[src/rtl/seg7_arb_if.sv]
// seg7_arb_if: request/value bundle from the display sources and the arbitrated display feed
interface seg7_arb_if #(
    parameter int NUM_REQ = 3
);
    logic [NUM_REQ-1:0]    req;
    logic [NUM_REQ*16-1:0] req_value;
    logic [NUM_REQ*4-1:0]  req_dots;
    logic                  lock;
    logic [NUM_REQ-1:0]    grant;
    logic [15:0]           disp_value;
    logic [3:0]            disp_dots;
    logic                  disp_valid;

    modport master (
        output req, req_value, req_dots, lock,
        input  grant, disp_value, disp_dots, disp_valid
    );

    modport slave (
        input  req, req_value, req_dots, lock,
        output grant, disp_value, disp_dots, disp_valid
    );
endinterface

[src/rtl/seg7_display_arbiter.sv]
// seg7_display_arbiter: round-robin owner of the 4-digit display with minimum hold and a blank gap on handover
module seg7_display_arbiter #(
    parameter int NUM_REQ     = 3,
    parameter int HOLD_CYCLES = 50000000
) (
    input logic       clk_sys,
    input logic       rst_n,
    seg7_arb_if.slave bus
);
    localparam int IW = $clog2(NUM_REQ);
    localparam int HW = $clog2(HOLD_CYCLES);

    typedef enum logic [1:0] {IDLE, OWN, SWITCH} state_t;

    state_t        state, state_nx;
    logic [IW-1:0] rr_ptr, win;
    logic [HW-1:0] hold_cnt;
    logic          any_req, own_req, others, hold_done, take, load, valid_nx;

    // rr_ptr always names the current owner while in OWN, and the previous owner in SWITCH
    assign any_req   = |bus.req;
    assign own_req   = bus.req[rr_ptr];
    assign others    = |(bus.req & ~bus.grant);
    assign hold_done = hold_cnt == HW'(HOLD_CYCLES - 1);
    assign load      = state == OWN && own_req;
    assign valid_nx  = load || (state_nx != IDLE && bus.disp_valid);

    // round-robin search starting just after the last winner; the last winner itself is checked last
    always_comb begin
        win = rr_ptr;
        for (int k = NUM_REQ; k >= 1; k--)
            if (bus.req[(int'(rr_ptr) + k) % NUM_REQ]) win = IW'((int'(rr_ptr) + k) % NUM_REQ);
    end

    // next state: grant from IDLE/SWITCH, release on drop, preempt only after hold expiry when unlocked
    always_comb begin
        state_nx = state;
        take     = 1'b0;
        case (state)
            IDLE, SWITCH: begin
                state_nx = any_req ? OWN : IDLE;
                take     = any_req;
            end
            OWN: state_nx = !own_req ? (others ? SWITCH : IDLE)
                          : (hold_done && !bus.lock && others) ? SWITCH : OWN;
            default: state_nx = IDLE;
        endcase
    end

    // state, arbitration pointer, hold counter and registered display feed
    always_ff @(posedge clk_sys or negedge rst_n) begin
        if (!rst_n) begin
            state          <= IDLE;
            rr_ptr         <= IW'(NUM_REQ - 1);
            hold_cnt       <= '0;
            bus.grant      <= '0;
            bus.disp_value <= 16'h0000;
            bus.disp_dots  <= 4'h0;
            bus.disp_valid <= 1'b0;
        end else begin
            state          <= state_nx;
            rr_ptr         <= take ? win : rr_ptr;
            bus.grant      <= take ? NUM_REQ'(1) << win : (state_nx == OWN ? bus.grant : '0);
            hold_cnt       <= take ? '0 : (state == OWN && !hold_done) ? hold_cnt + 1'b1 : hold_cnt;
            bus.disp_valid <= valid_nx;
            if (load) begin
                bus.disp_value <= bus.req_value[16*rr_ptr +: 16];
                bus.disp_dots  <= bus.req_dots[4*rr_ptr +: 4];
            end
        end
    end
endmodule

[src/flat_wrapper.sv]
// flat-port wrapper written by rule: the top's interface ports become plain ports
module seg7_display_arbiter_flat 
#(
    parameter int NUM_REQ     = 3,
    parameter int HOLD_CYCLES = 50000000
)
  (clk_sys, rst_n, bus_req, bus_req_value, bus_req_dots, bus_lock, bus_grant, bus_disp_value, bus_disp_dots, bus_disp_valid);
  seg7_arb_if #(.NUM_REQ(NUM_REQ)) bus_i ();
  input logic clk_sys;
  input logic rst_n;
  input wire logic [$bits(bus_i.req)-1:0] bus_req;
  input wire logic [$bits(bus_i.req_value)-1:0] bus_req_value;
  input wire logic [$bits(bus_i.req_dots)-1:0] bus_req_dots;
  input wire logic [$bits(bus_i.lock)-1:0] bus_lock;
  output wire logic [$bits(bus_i.grant)-1:0] bus_grant;
  output wire logic [$bits(bus_i.disp_value)-1:0] bus_disp_value;
  output wire logic [$bits(bus_i.disp_dots)-1:0] bus_disp_dots;
  output wire logic [$bits(bus_i.disp_valid)-1:0] bus_disp_valid;
  assign bus_i.req = bus_req;
  assign bus_i.req_value = bus_req_value;
  assign bus_i.req_dots = bus_req_dots;
  assign bus_i.lock = bus_lock;
  assign bus_grant = bus_i.grant;
  assign bus_disp_value = bus_i.disp_value;
  assign bus_disp_dots = bus_i.disp_dots;
  assign bus_disp_valid = bus_i.disp_valid;
  seg7_display_arbiter #(.NUM_REQ(NUM_REQ), .HOLD_CYCLES(HOLD_CYCLES)) u_core (.clk_sys(clk_sys), .rst_n(rst_n), .bus(bus_i));
endmodule
[config.mk]
export PLATFORM = sky130hd
export DESIGN_NAME = seg7_display_arbiter_flat
export DESIGN_NICKNAME = d
export VERILOG_FILES = /design/src/rtl/seg7_arb_if.sv /design/src/rtl/seg7_display_arbiter.sv /design/src/flat_wrapper.sv
export SDC_FILE = /design/constraint.sdc
export NUM_CORES = 1
export LEC_CHECK = 0
export CAP_MARGIN = 20
export CORE_ASPECT_RATIO = 1.4
export CORE_MARGIN = 5
export CORE_UTILIZATION = 48
export DETAILED_ROUTE_END_ITERATION = 16
export PLACE_DENSITY_LB_ADDON = 0.25
export REMOVE_ABC_BUFFERS = 1
export SETUP_SLACK_MARGIN = 0.02
export SYNTH_ARGS = -nofsm -noshare
export SYNTH_HDL_FRONTEND = slang
export SYNTH_SLANG_ARGS = --single-unit
[constraint.sdc]
create_clock -name clk_sys -period 2.5 [get_ports clk_sys]
set_input_delay 0.5 -clock clk_sys [delete_from_list [all_inputs] [get_ports clk_sys]]
set_output_delay 0.5 -clock clk_sys [all_outputs]
set_load 0.1 [all_outputs]
==> impl_metrics.json <==
{
  "final_cells": 496,
  "clock_sinks": 54,
  "synth_area_leaders": "dfrtp_1 44%, mux2i_1 8.2%, nor2_1 7.7%",
  "yosysMostFrequentCell": "nor2_1",
  "wl_per_cell_um": 15.8,
  "synth_top_cell_by_area": "dfrtp_1",
  "seq_area_um2": 1350,
  "hold_ws_ps": 282,
  "htreeDepth": 2,
  "max_stage_delay_ps": 440,
  "vdd_drop_max_v": 0.000526,
  "pin_count": 90,
  "cp.arrival_ps": 2400,
  "die-area_um2": 8050,
  "dieWidth_um": 77.3,
  "dp_cells": 488,
  "diodes": 0,
  "critical_path_class": "flop to flop",
  "start_kind": "flop",
  "io_buffers": 89,
  "firstDrtPassIters": 4,
  "power.combinational.fraction_pct": 62.1,
  "finalPower_mw": 5.28,
  "syn2layout_area_growth_pct": 34.9,
  "p_int_mw": 2.44,
  "setup_viol": 0,
  "period_needed_ps": 2200,
  "finalCritPeriodShare_pct": 88.1,
  "syn-instance-count": 336,
  "die-height_um": 104,
  "grt_overflow": 0,
  "drv_cap": 0,
  "ctsResizeCount": 0,
  "crit_chain": "ha_1, nand3_2, or3_4, or2_4, o31a_1, a32o_1",
  "layout.nets": 492,
  "yosysSeqAreaShare_pct": 44.5,
  "dpl.hpwl_um": 5960,
  "fmax_ghz": 0.454,
  "drv_slew": 0,
  "use_met1_pct": 24.4,
  "core_area_um2": 6210,
  "seqPwrFrac_pct": 24.6,
  "ys_warn_count": 0,
  "synthArstFlopShare_pct": 100,
  "rows": 34,
  "slew_headroom_pct": 43.9,
  "power_density_nw_per_um2": 1290,
  "drc": 0,
  "nFillCells": 493,
  "synth_flop_cell": "dfrtp_1",
  "wl_um": 7850,
  "post-cts-setup-buffer-count": 0,
  "antenna_found_initial": 0,
  "critical_path_peak_fanout": 7,
  "power_frac_clock_pct": 13.3,
  "cts.path.max_buffers": 2,
  "drt_iter0_drc": 154,
  "grt_pass1_wl_um": 13500,
  "holdBufCountCts": 0,
  "avgSynthCellArea_um2": 9.05,
  "grt_usage_pct": 20.0,
  "synth-edff-count": 0,
  "grt_max_degree": 41,
  "hold_viol": 0,
  "ys_types": 52,
  "worstSkewPairLatency_ps": 310,
  "p_switching_mw": 2.84,
  "via_per_inst": 5.65,
  "met3_usage_pct": 5.55,
  "drive_above_1_share_pct": 13.4,
  "hold_path_class": "input pin to async pin",
  "cts.clk_slew.worst_paths_ps": 100,
  "netlist.area_leader.share_pct": 43.6,
  "place.gp.congestion": 0.807,
  "vias": 2803,
  "finClkSkew_ps": 10.8,
  "cts_buffers": 5,
  "initial_core_util_pct": 49.0,
  "worst_slew_pin_slew_ps": 842,
  "first_global_vias": 2845,
  "leakage_nw": 1.71,
  "root_buffer": "clkbuf_8",
  "synthTopCellsByCount": "62 x nor2_1, 53 x dfrtp_1, 45 x a21oi_1",
  "cpMaxStageDelayCell": "or3_4",
  "ys_ff_latch": 54,
  "top_usage_layer": "met2",
  "syn_area_um2": 3040,
  "required_ps": 2690,
  "use_met2_pct": 34.0,
  "worstSetupEndpointType": "flop",
  "setup_tns_ps": 0,
  "cts_tree": "yes",
  "utilization_pct": 66.1,
  "outcome": "complete, no violations",
  "multi_input_area_um2": 1590,
  "rsz0062_at_grt": "no",
  "ant_nets": 0,
  "p_sw_share_pct": 53.8
}
## power groups by stage
stage | Combinational, mW | Clock (mW) | Sequential, mW
after floorplan | 0.992 | 0 | 2.73
after global placement | 3.24 | 0 | 1.31
after detailed placement | 3.30 | 0 | 1.32
after CTS | 3.30 | 0.723 | 1.30
after global routing | 3.50 | 0.758 | 1.34
final | 3.28 | 0.704 | 1.30
## critical path, delay by kind of cell, from the launching register on
kind / cells / cell delay, ps
AO/OA/AOI/OAI: 2 / 570
adder cells (fa/ha/maj): 1 / 220
flip-flops: 1 / 430
AND/OR/NAND/NOR: 3 / 880
## flip-flops by register name (all words and copies together), names as in the netlist
register,flops
u_core.state,2
u_core.bus.disp_dots,4
u_core.bus.disp_valid,1
u_core.bus.disp_value,16
u_core.rr_ptr,2
u_core.bus.grant,3
u_core.hold_cnt,26
## kinds of logic after synthesis
| family | count (synthesis) | synth area share (%) |
|---|---|---|
| xor gates and xnor gates | 12 | 3.46 |
| muxes | 26 | 8.60 |
| DFF | 54 | 44.5 |
| AOI/OAI and AO/OA | 89 | 18.1 |
| buffers and inverters | 26 | 3.41 |
| and+or+nand+nor | 126 | 20.7 |
| adders and majority gates | 3 | 1.23 |
## stage by stage
step	setup WS (ps)	cell area [um2]
final	297	4100
after global routing	183	4100
after CTS	286	4100
after detailed placement	152	3960
after global placement	182	3960
after floorplan	-1020	2960
## per-layer routing
metal	part of all wire, %	vias up
met5	0	-
met4	1.3	0
met3	7.9	9
met2	50	104
met1	41	1304
li1	-	1386
## layout by cell type, fill, tap and decap left out, types with 11 or more instances in the layout
master           netlist  final
mux2i_1               25     25
nand2_1               16     16
xor2_1                12     12
nor2_1                62     61
dfrtp_1               53     53
o21ai_0               11     11
a21oi_1               45     45
clkdlybuf4s50_1        0     64
buf_4                  1     35
## layout make-up
cell class	instances	area share (%)
clock buffers	6	2.01
clock inverters	2	1.46
repair buffers	100	22.1
well taps	72	2.20
multi-input cells	256	38.7
inverters	6	0.549
flip-flops and latches	54	33.0
## path summary, 6_finish.rpt
check | startpoint | end | slack, ps | cells after the start
setup / recovery | u_core.hold_cnt[0] | u_core.bus.grant[0] | 300 | 6
setup reg to reg | u_core.hold_cnt[0] | u_core.bus.grant[0] | 300 | 6
hold / removal | rst_n | u_core.bus.disp_value[6] | 280 | 1
hold reg to reg | u_core.hold_cnt[18] | u_core.hold_cnt[18] | 520 | 1
max in group asynchronous | rst_n | u_core.hold_cnt[1] | 1550 | 2
min in group clk_sys | u_core.hold_cnt[18] | u_core.hold_cnt[18] | 520 | 1
Note: power is estimated with default switching activity, not from simulation.
==> RTL edit (same settings) <==
`HOLD_CYCLES` is set to 50000000 in 2 places; all go to 100000000.
--- a/src/rtl/seg7_display_arbiter.sv
+++ b/src/rtl/seg7_display_arbiter.sv
@@ -1,7 +1,7 @@
 // seg7_display_arbiter: round-robin owner of the 4-digit display with minimum hold and a blank gap on handover
 module seg7_display_arbiter #(
     parameter int NUM_REQ     = 3,
-    parameter int HOLD_CYCLES = 50000000
+    parameter int HOLD_CYCLES = 100000000
 ) (
     input logic       clk_sys,
     input logic       rst_n,
--- a/src/flat_wrapper.sv
+++ b/src/flat_wrapper.sv
@@ -2,7 +2,7 @@
 module seg7_display_arbiter_flat 
 #(
     parameter int NUM_REQ     = 3,
-    parameter int HOLD_CYCLES = 50000000
+    parameter int HOLD_CYCLES = 100000000
 )
   (clk_sys, rst_n, bus_req, bus_req_value, bus_req_dots, bus_lock, bus_grant, bus_disp_value, bus_disp_dots, bus_disp_valid);
   seg7_arb_if #(.NUM_REQ(NUM_REQ)) bus_i ();
Function: same outputs for any inputs over 4 cycles, from zero or initial values and one cycle with rst_n low; that may be too few to reach the edited logic, so the function may still have changed.
==> RTL edit against the unedited design <==
  * Die area increased by 5.9%
  * Worst setup slack improved by 59 ps
  * Final cell count increased by 3.2%
  * Synthesized area increased by 6.6%
  * Sequential cell count increased by 1
  * Total power decreased by 7.8%
  * Clock skew decreased by 7.2 ps
  * Routed wire length increased by 8.8%
  * Non-clock buffer count decreased by 2
  * Final area increased by 3.0%
  * Critical path type unchanged
==> RTL edit: results (changes against the unedited design) <==
* Post-detail-place hpwl at 6390 µm (was 5960 µm)
* Final clock period utilization by the worst path at 85.8% (was 88.1%)
* Wire length per cell at 16.7 µm (was 15.8 µm)
* First-pass GRT wire length at 14000 µm (was 13500 µm)
* GPL Wtd Cong at 0.830 (was 0.807)
* Drt via density at 5.78 (was 5.65)
* Mux cell area share after synthesis at 6.79% (was 8.60%)
* Pleak at 1.77 nW (was 1.71 nW)
* Peak supply drop at 0.606 mV (was 0.526 mV)
* Cells after synthesis at 358 (was 336)
* Reg-to-Reg Start: u_core.hold_cnt[9] (was u_core.hold_cnt[0])
* Sequential area share after synthesis at 42.5% (was 44.5%)
* Post-synthesis cell type count at 60 (was 52)
* Synth Area in Compound Gates at 18.9% (was 18.1%)
* Nets at 506 (was 492)
* Top flop regs: u_core.hold_cnt (27), u_core.bus.disp_value (16), u_core.bus.disp_dots (4) (was u_core.hold_cnt (26), u_core.bus.disp_value (16), u_core.bus.disp_dots (4))
* Largest net degree at the start of global routing at 42 (was 41)
* Commonest cells in the netlist: 54 x dfrtp_1, 43 x nand2_1, 34 x nor2_1, 31 x o21ai_0, 28 x a21oi_1 (was 62 x nor2_1, 53 x dfrtp_1, 45 x a21oi_1, 25 x mux2i_1)
* R2R depth at 5 (was 6)
* Tot GR Track Use at 20.4% (was 20.0%)
* Clock Skew at 3.59 ps (was 10.8 ps)
* Area share of fa/ha/maj cells after synthesis at 1.16% (was 1.23%)
* CP arrival at 2340 ps (was 2400 ps)
* Worst Tran Pin Value at 577 ps (was 842 ps)
* Share of cells above drive strength 1 at 13.7% (was 13.4%)
* WL final at 8540 µm (was 7850 µm)
* FF-to-FF setup slack at 360 ps (was 300 ps)
* Status: completed (unchanged)
* Cell Area, Placed at 0.00411 mm² (was 0.00396 mm²)
==> RTL edit: power breakdown <==
group | internal (mW) | switching, mW
Clock | 0.302 | 0.301
Combinational | 0.795 | 2.19
Sequential | 1.12 | 0.161
==> RTL edit: how the worst min path moves through the flow <==
| stage | startpoint | endpoint | slack [ps] | cells past startpoint |
|---|---|---|---|---|
| 3_3_place_gp | u_core.bus.disp_value[13] | u_core.bus.disp_value[13] | 460 | 2 |
| 3_5_place_dp | u_core.bus.disp_valid | u_core.bus.disp_valid | 470 | 2 |
| 6_report | rst_n | u_core.bus.disp_value[11] | 140 | 1 |
| 2_1_floorplan | rst_n | u_core.bus.disp_dots[0] | 200 | 0 |
| 4_1_cts | rst_n | u_core.bus.disp_value[11] | 140 | 1 |
| 5_1_grt | rst_n | u_core.bus.disp_value[15] | 140 | 1 |
==> RTL edit: what timing repair did <==
action	4_1_cts	5_1_grt
setup buffers	0	0
resized for setup	0	1
endpoints found under the setup margin	0	1
==> RTL edit: final cells by class <==
type                    instances  area (µm²)
clock inverters                 3        46.3
multi-input cells             268        1700
clock buffers                   5        68.8
fillers                       560        2340
repair buffers                 98         906
flip-flops and latches         55        1380
well taps                      74        92.6
inverters                       9        33.8
==> RTL edit: cells by family after synthesis <==
logic type | count (synthesis)
mux | 22
buf+inv | 35
simple gates | 135
flops | 55
compound gates | 97
xor+xnor | 11
fa+ha+maj | 3
==> RTL edit: metrics by stage <==
stage / hold slack (ps) / TNS [ps]
after floorplan: 204 / -3760
after global placement: 465 / 0
after detailed placement: 466 / 0
after CTS: 141 / 0
after global routing: 138 / 0
final: 135 / 0
==> RTL edit: routing by layer <==
| layer | wire, µm | up-vias | global-route usage (%) |
|---|---|---|---|
| li1 | - | 1456 | - |
| met1 | 3590 | 1398 | 25.2 |
| met2 | 4220 | 99 | 35.4 |
| met3 | 679 | 4 | 5.03 |
| met4 | 51 | 0 | 4.55 |
| met5 | 0 | - | 0 |
==> RTL edit: worst max-delay path, stage by stage, from the launching register on <==
cell and delay, ps:
dfrtp_1 460, nor4_2 340, nand4_2 210, or4_4 570, o21ba_1 220, a22o_1 240
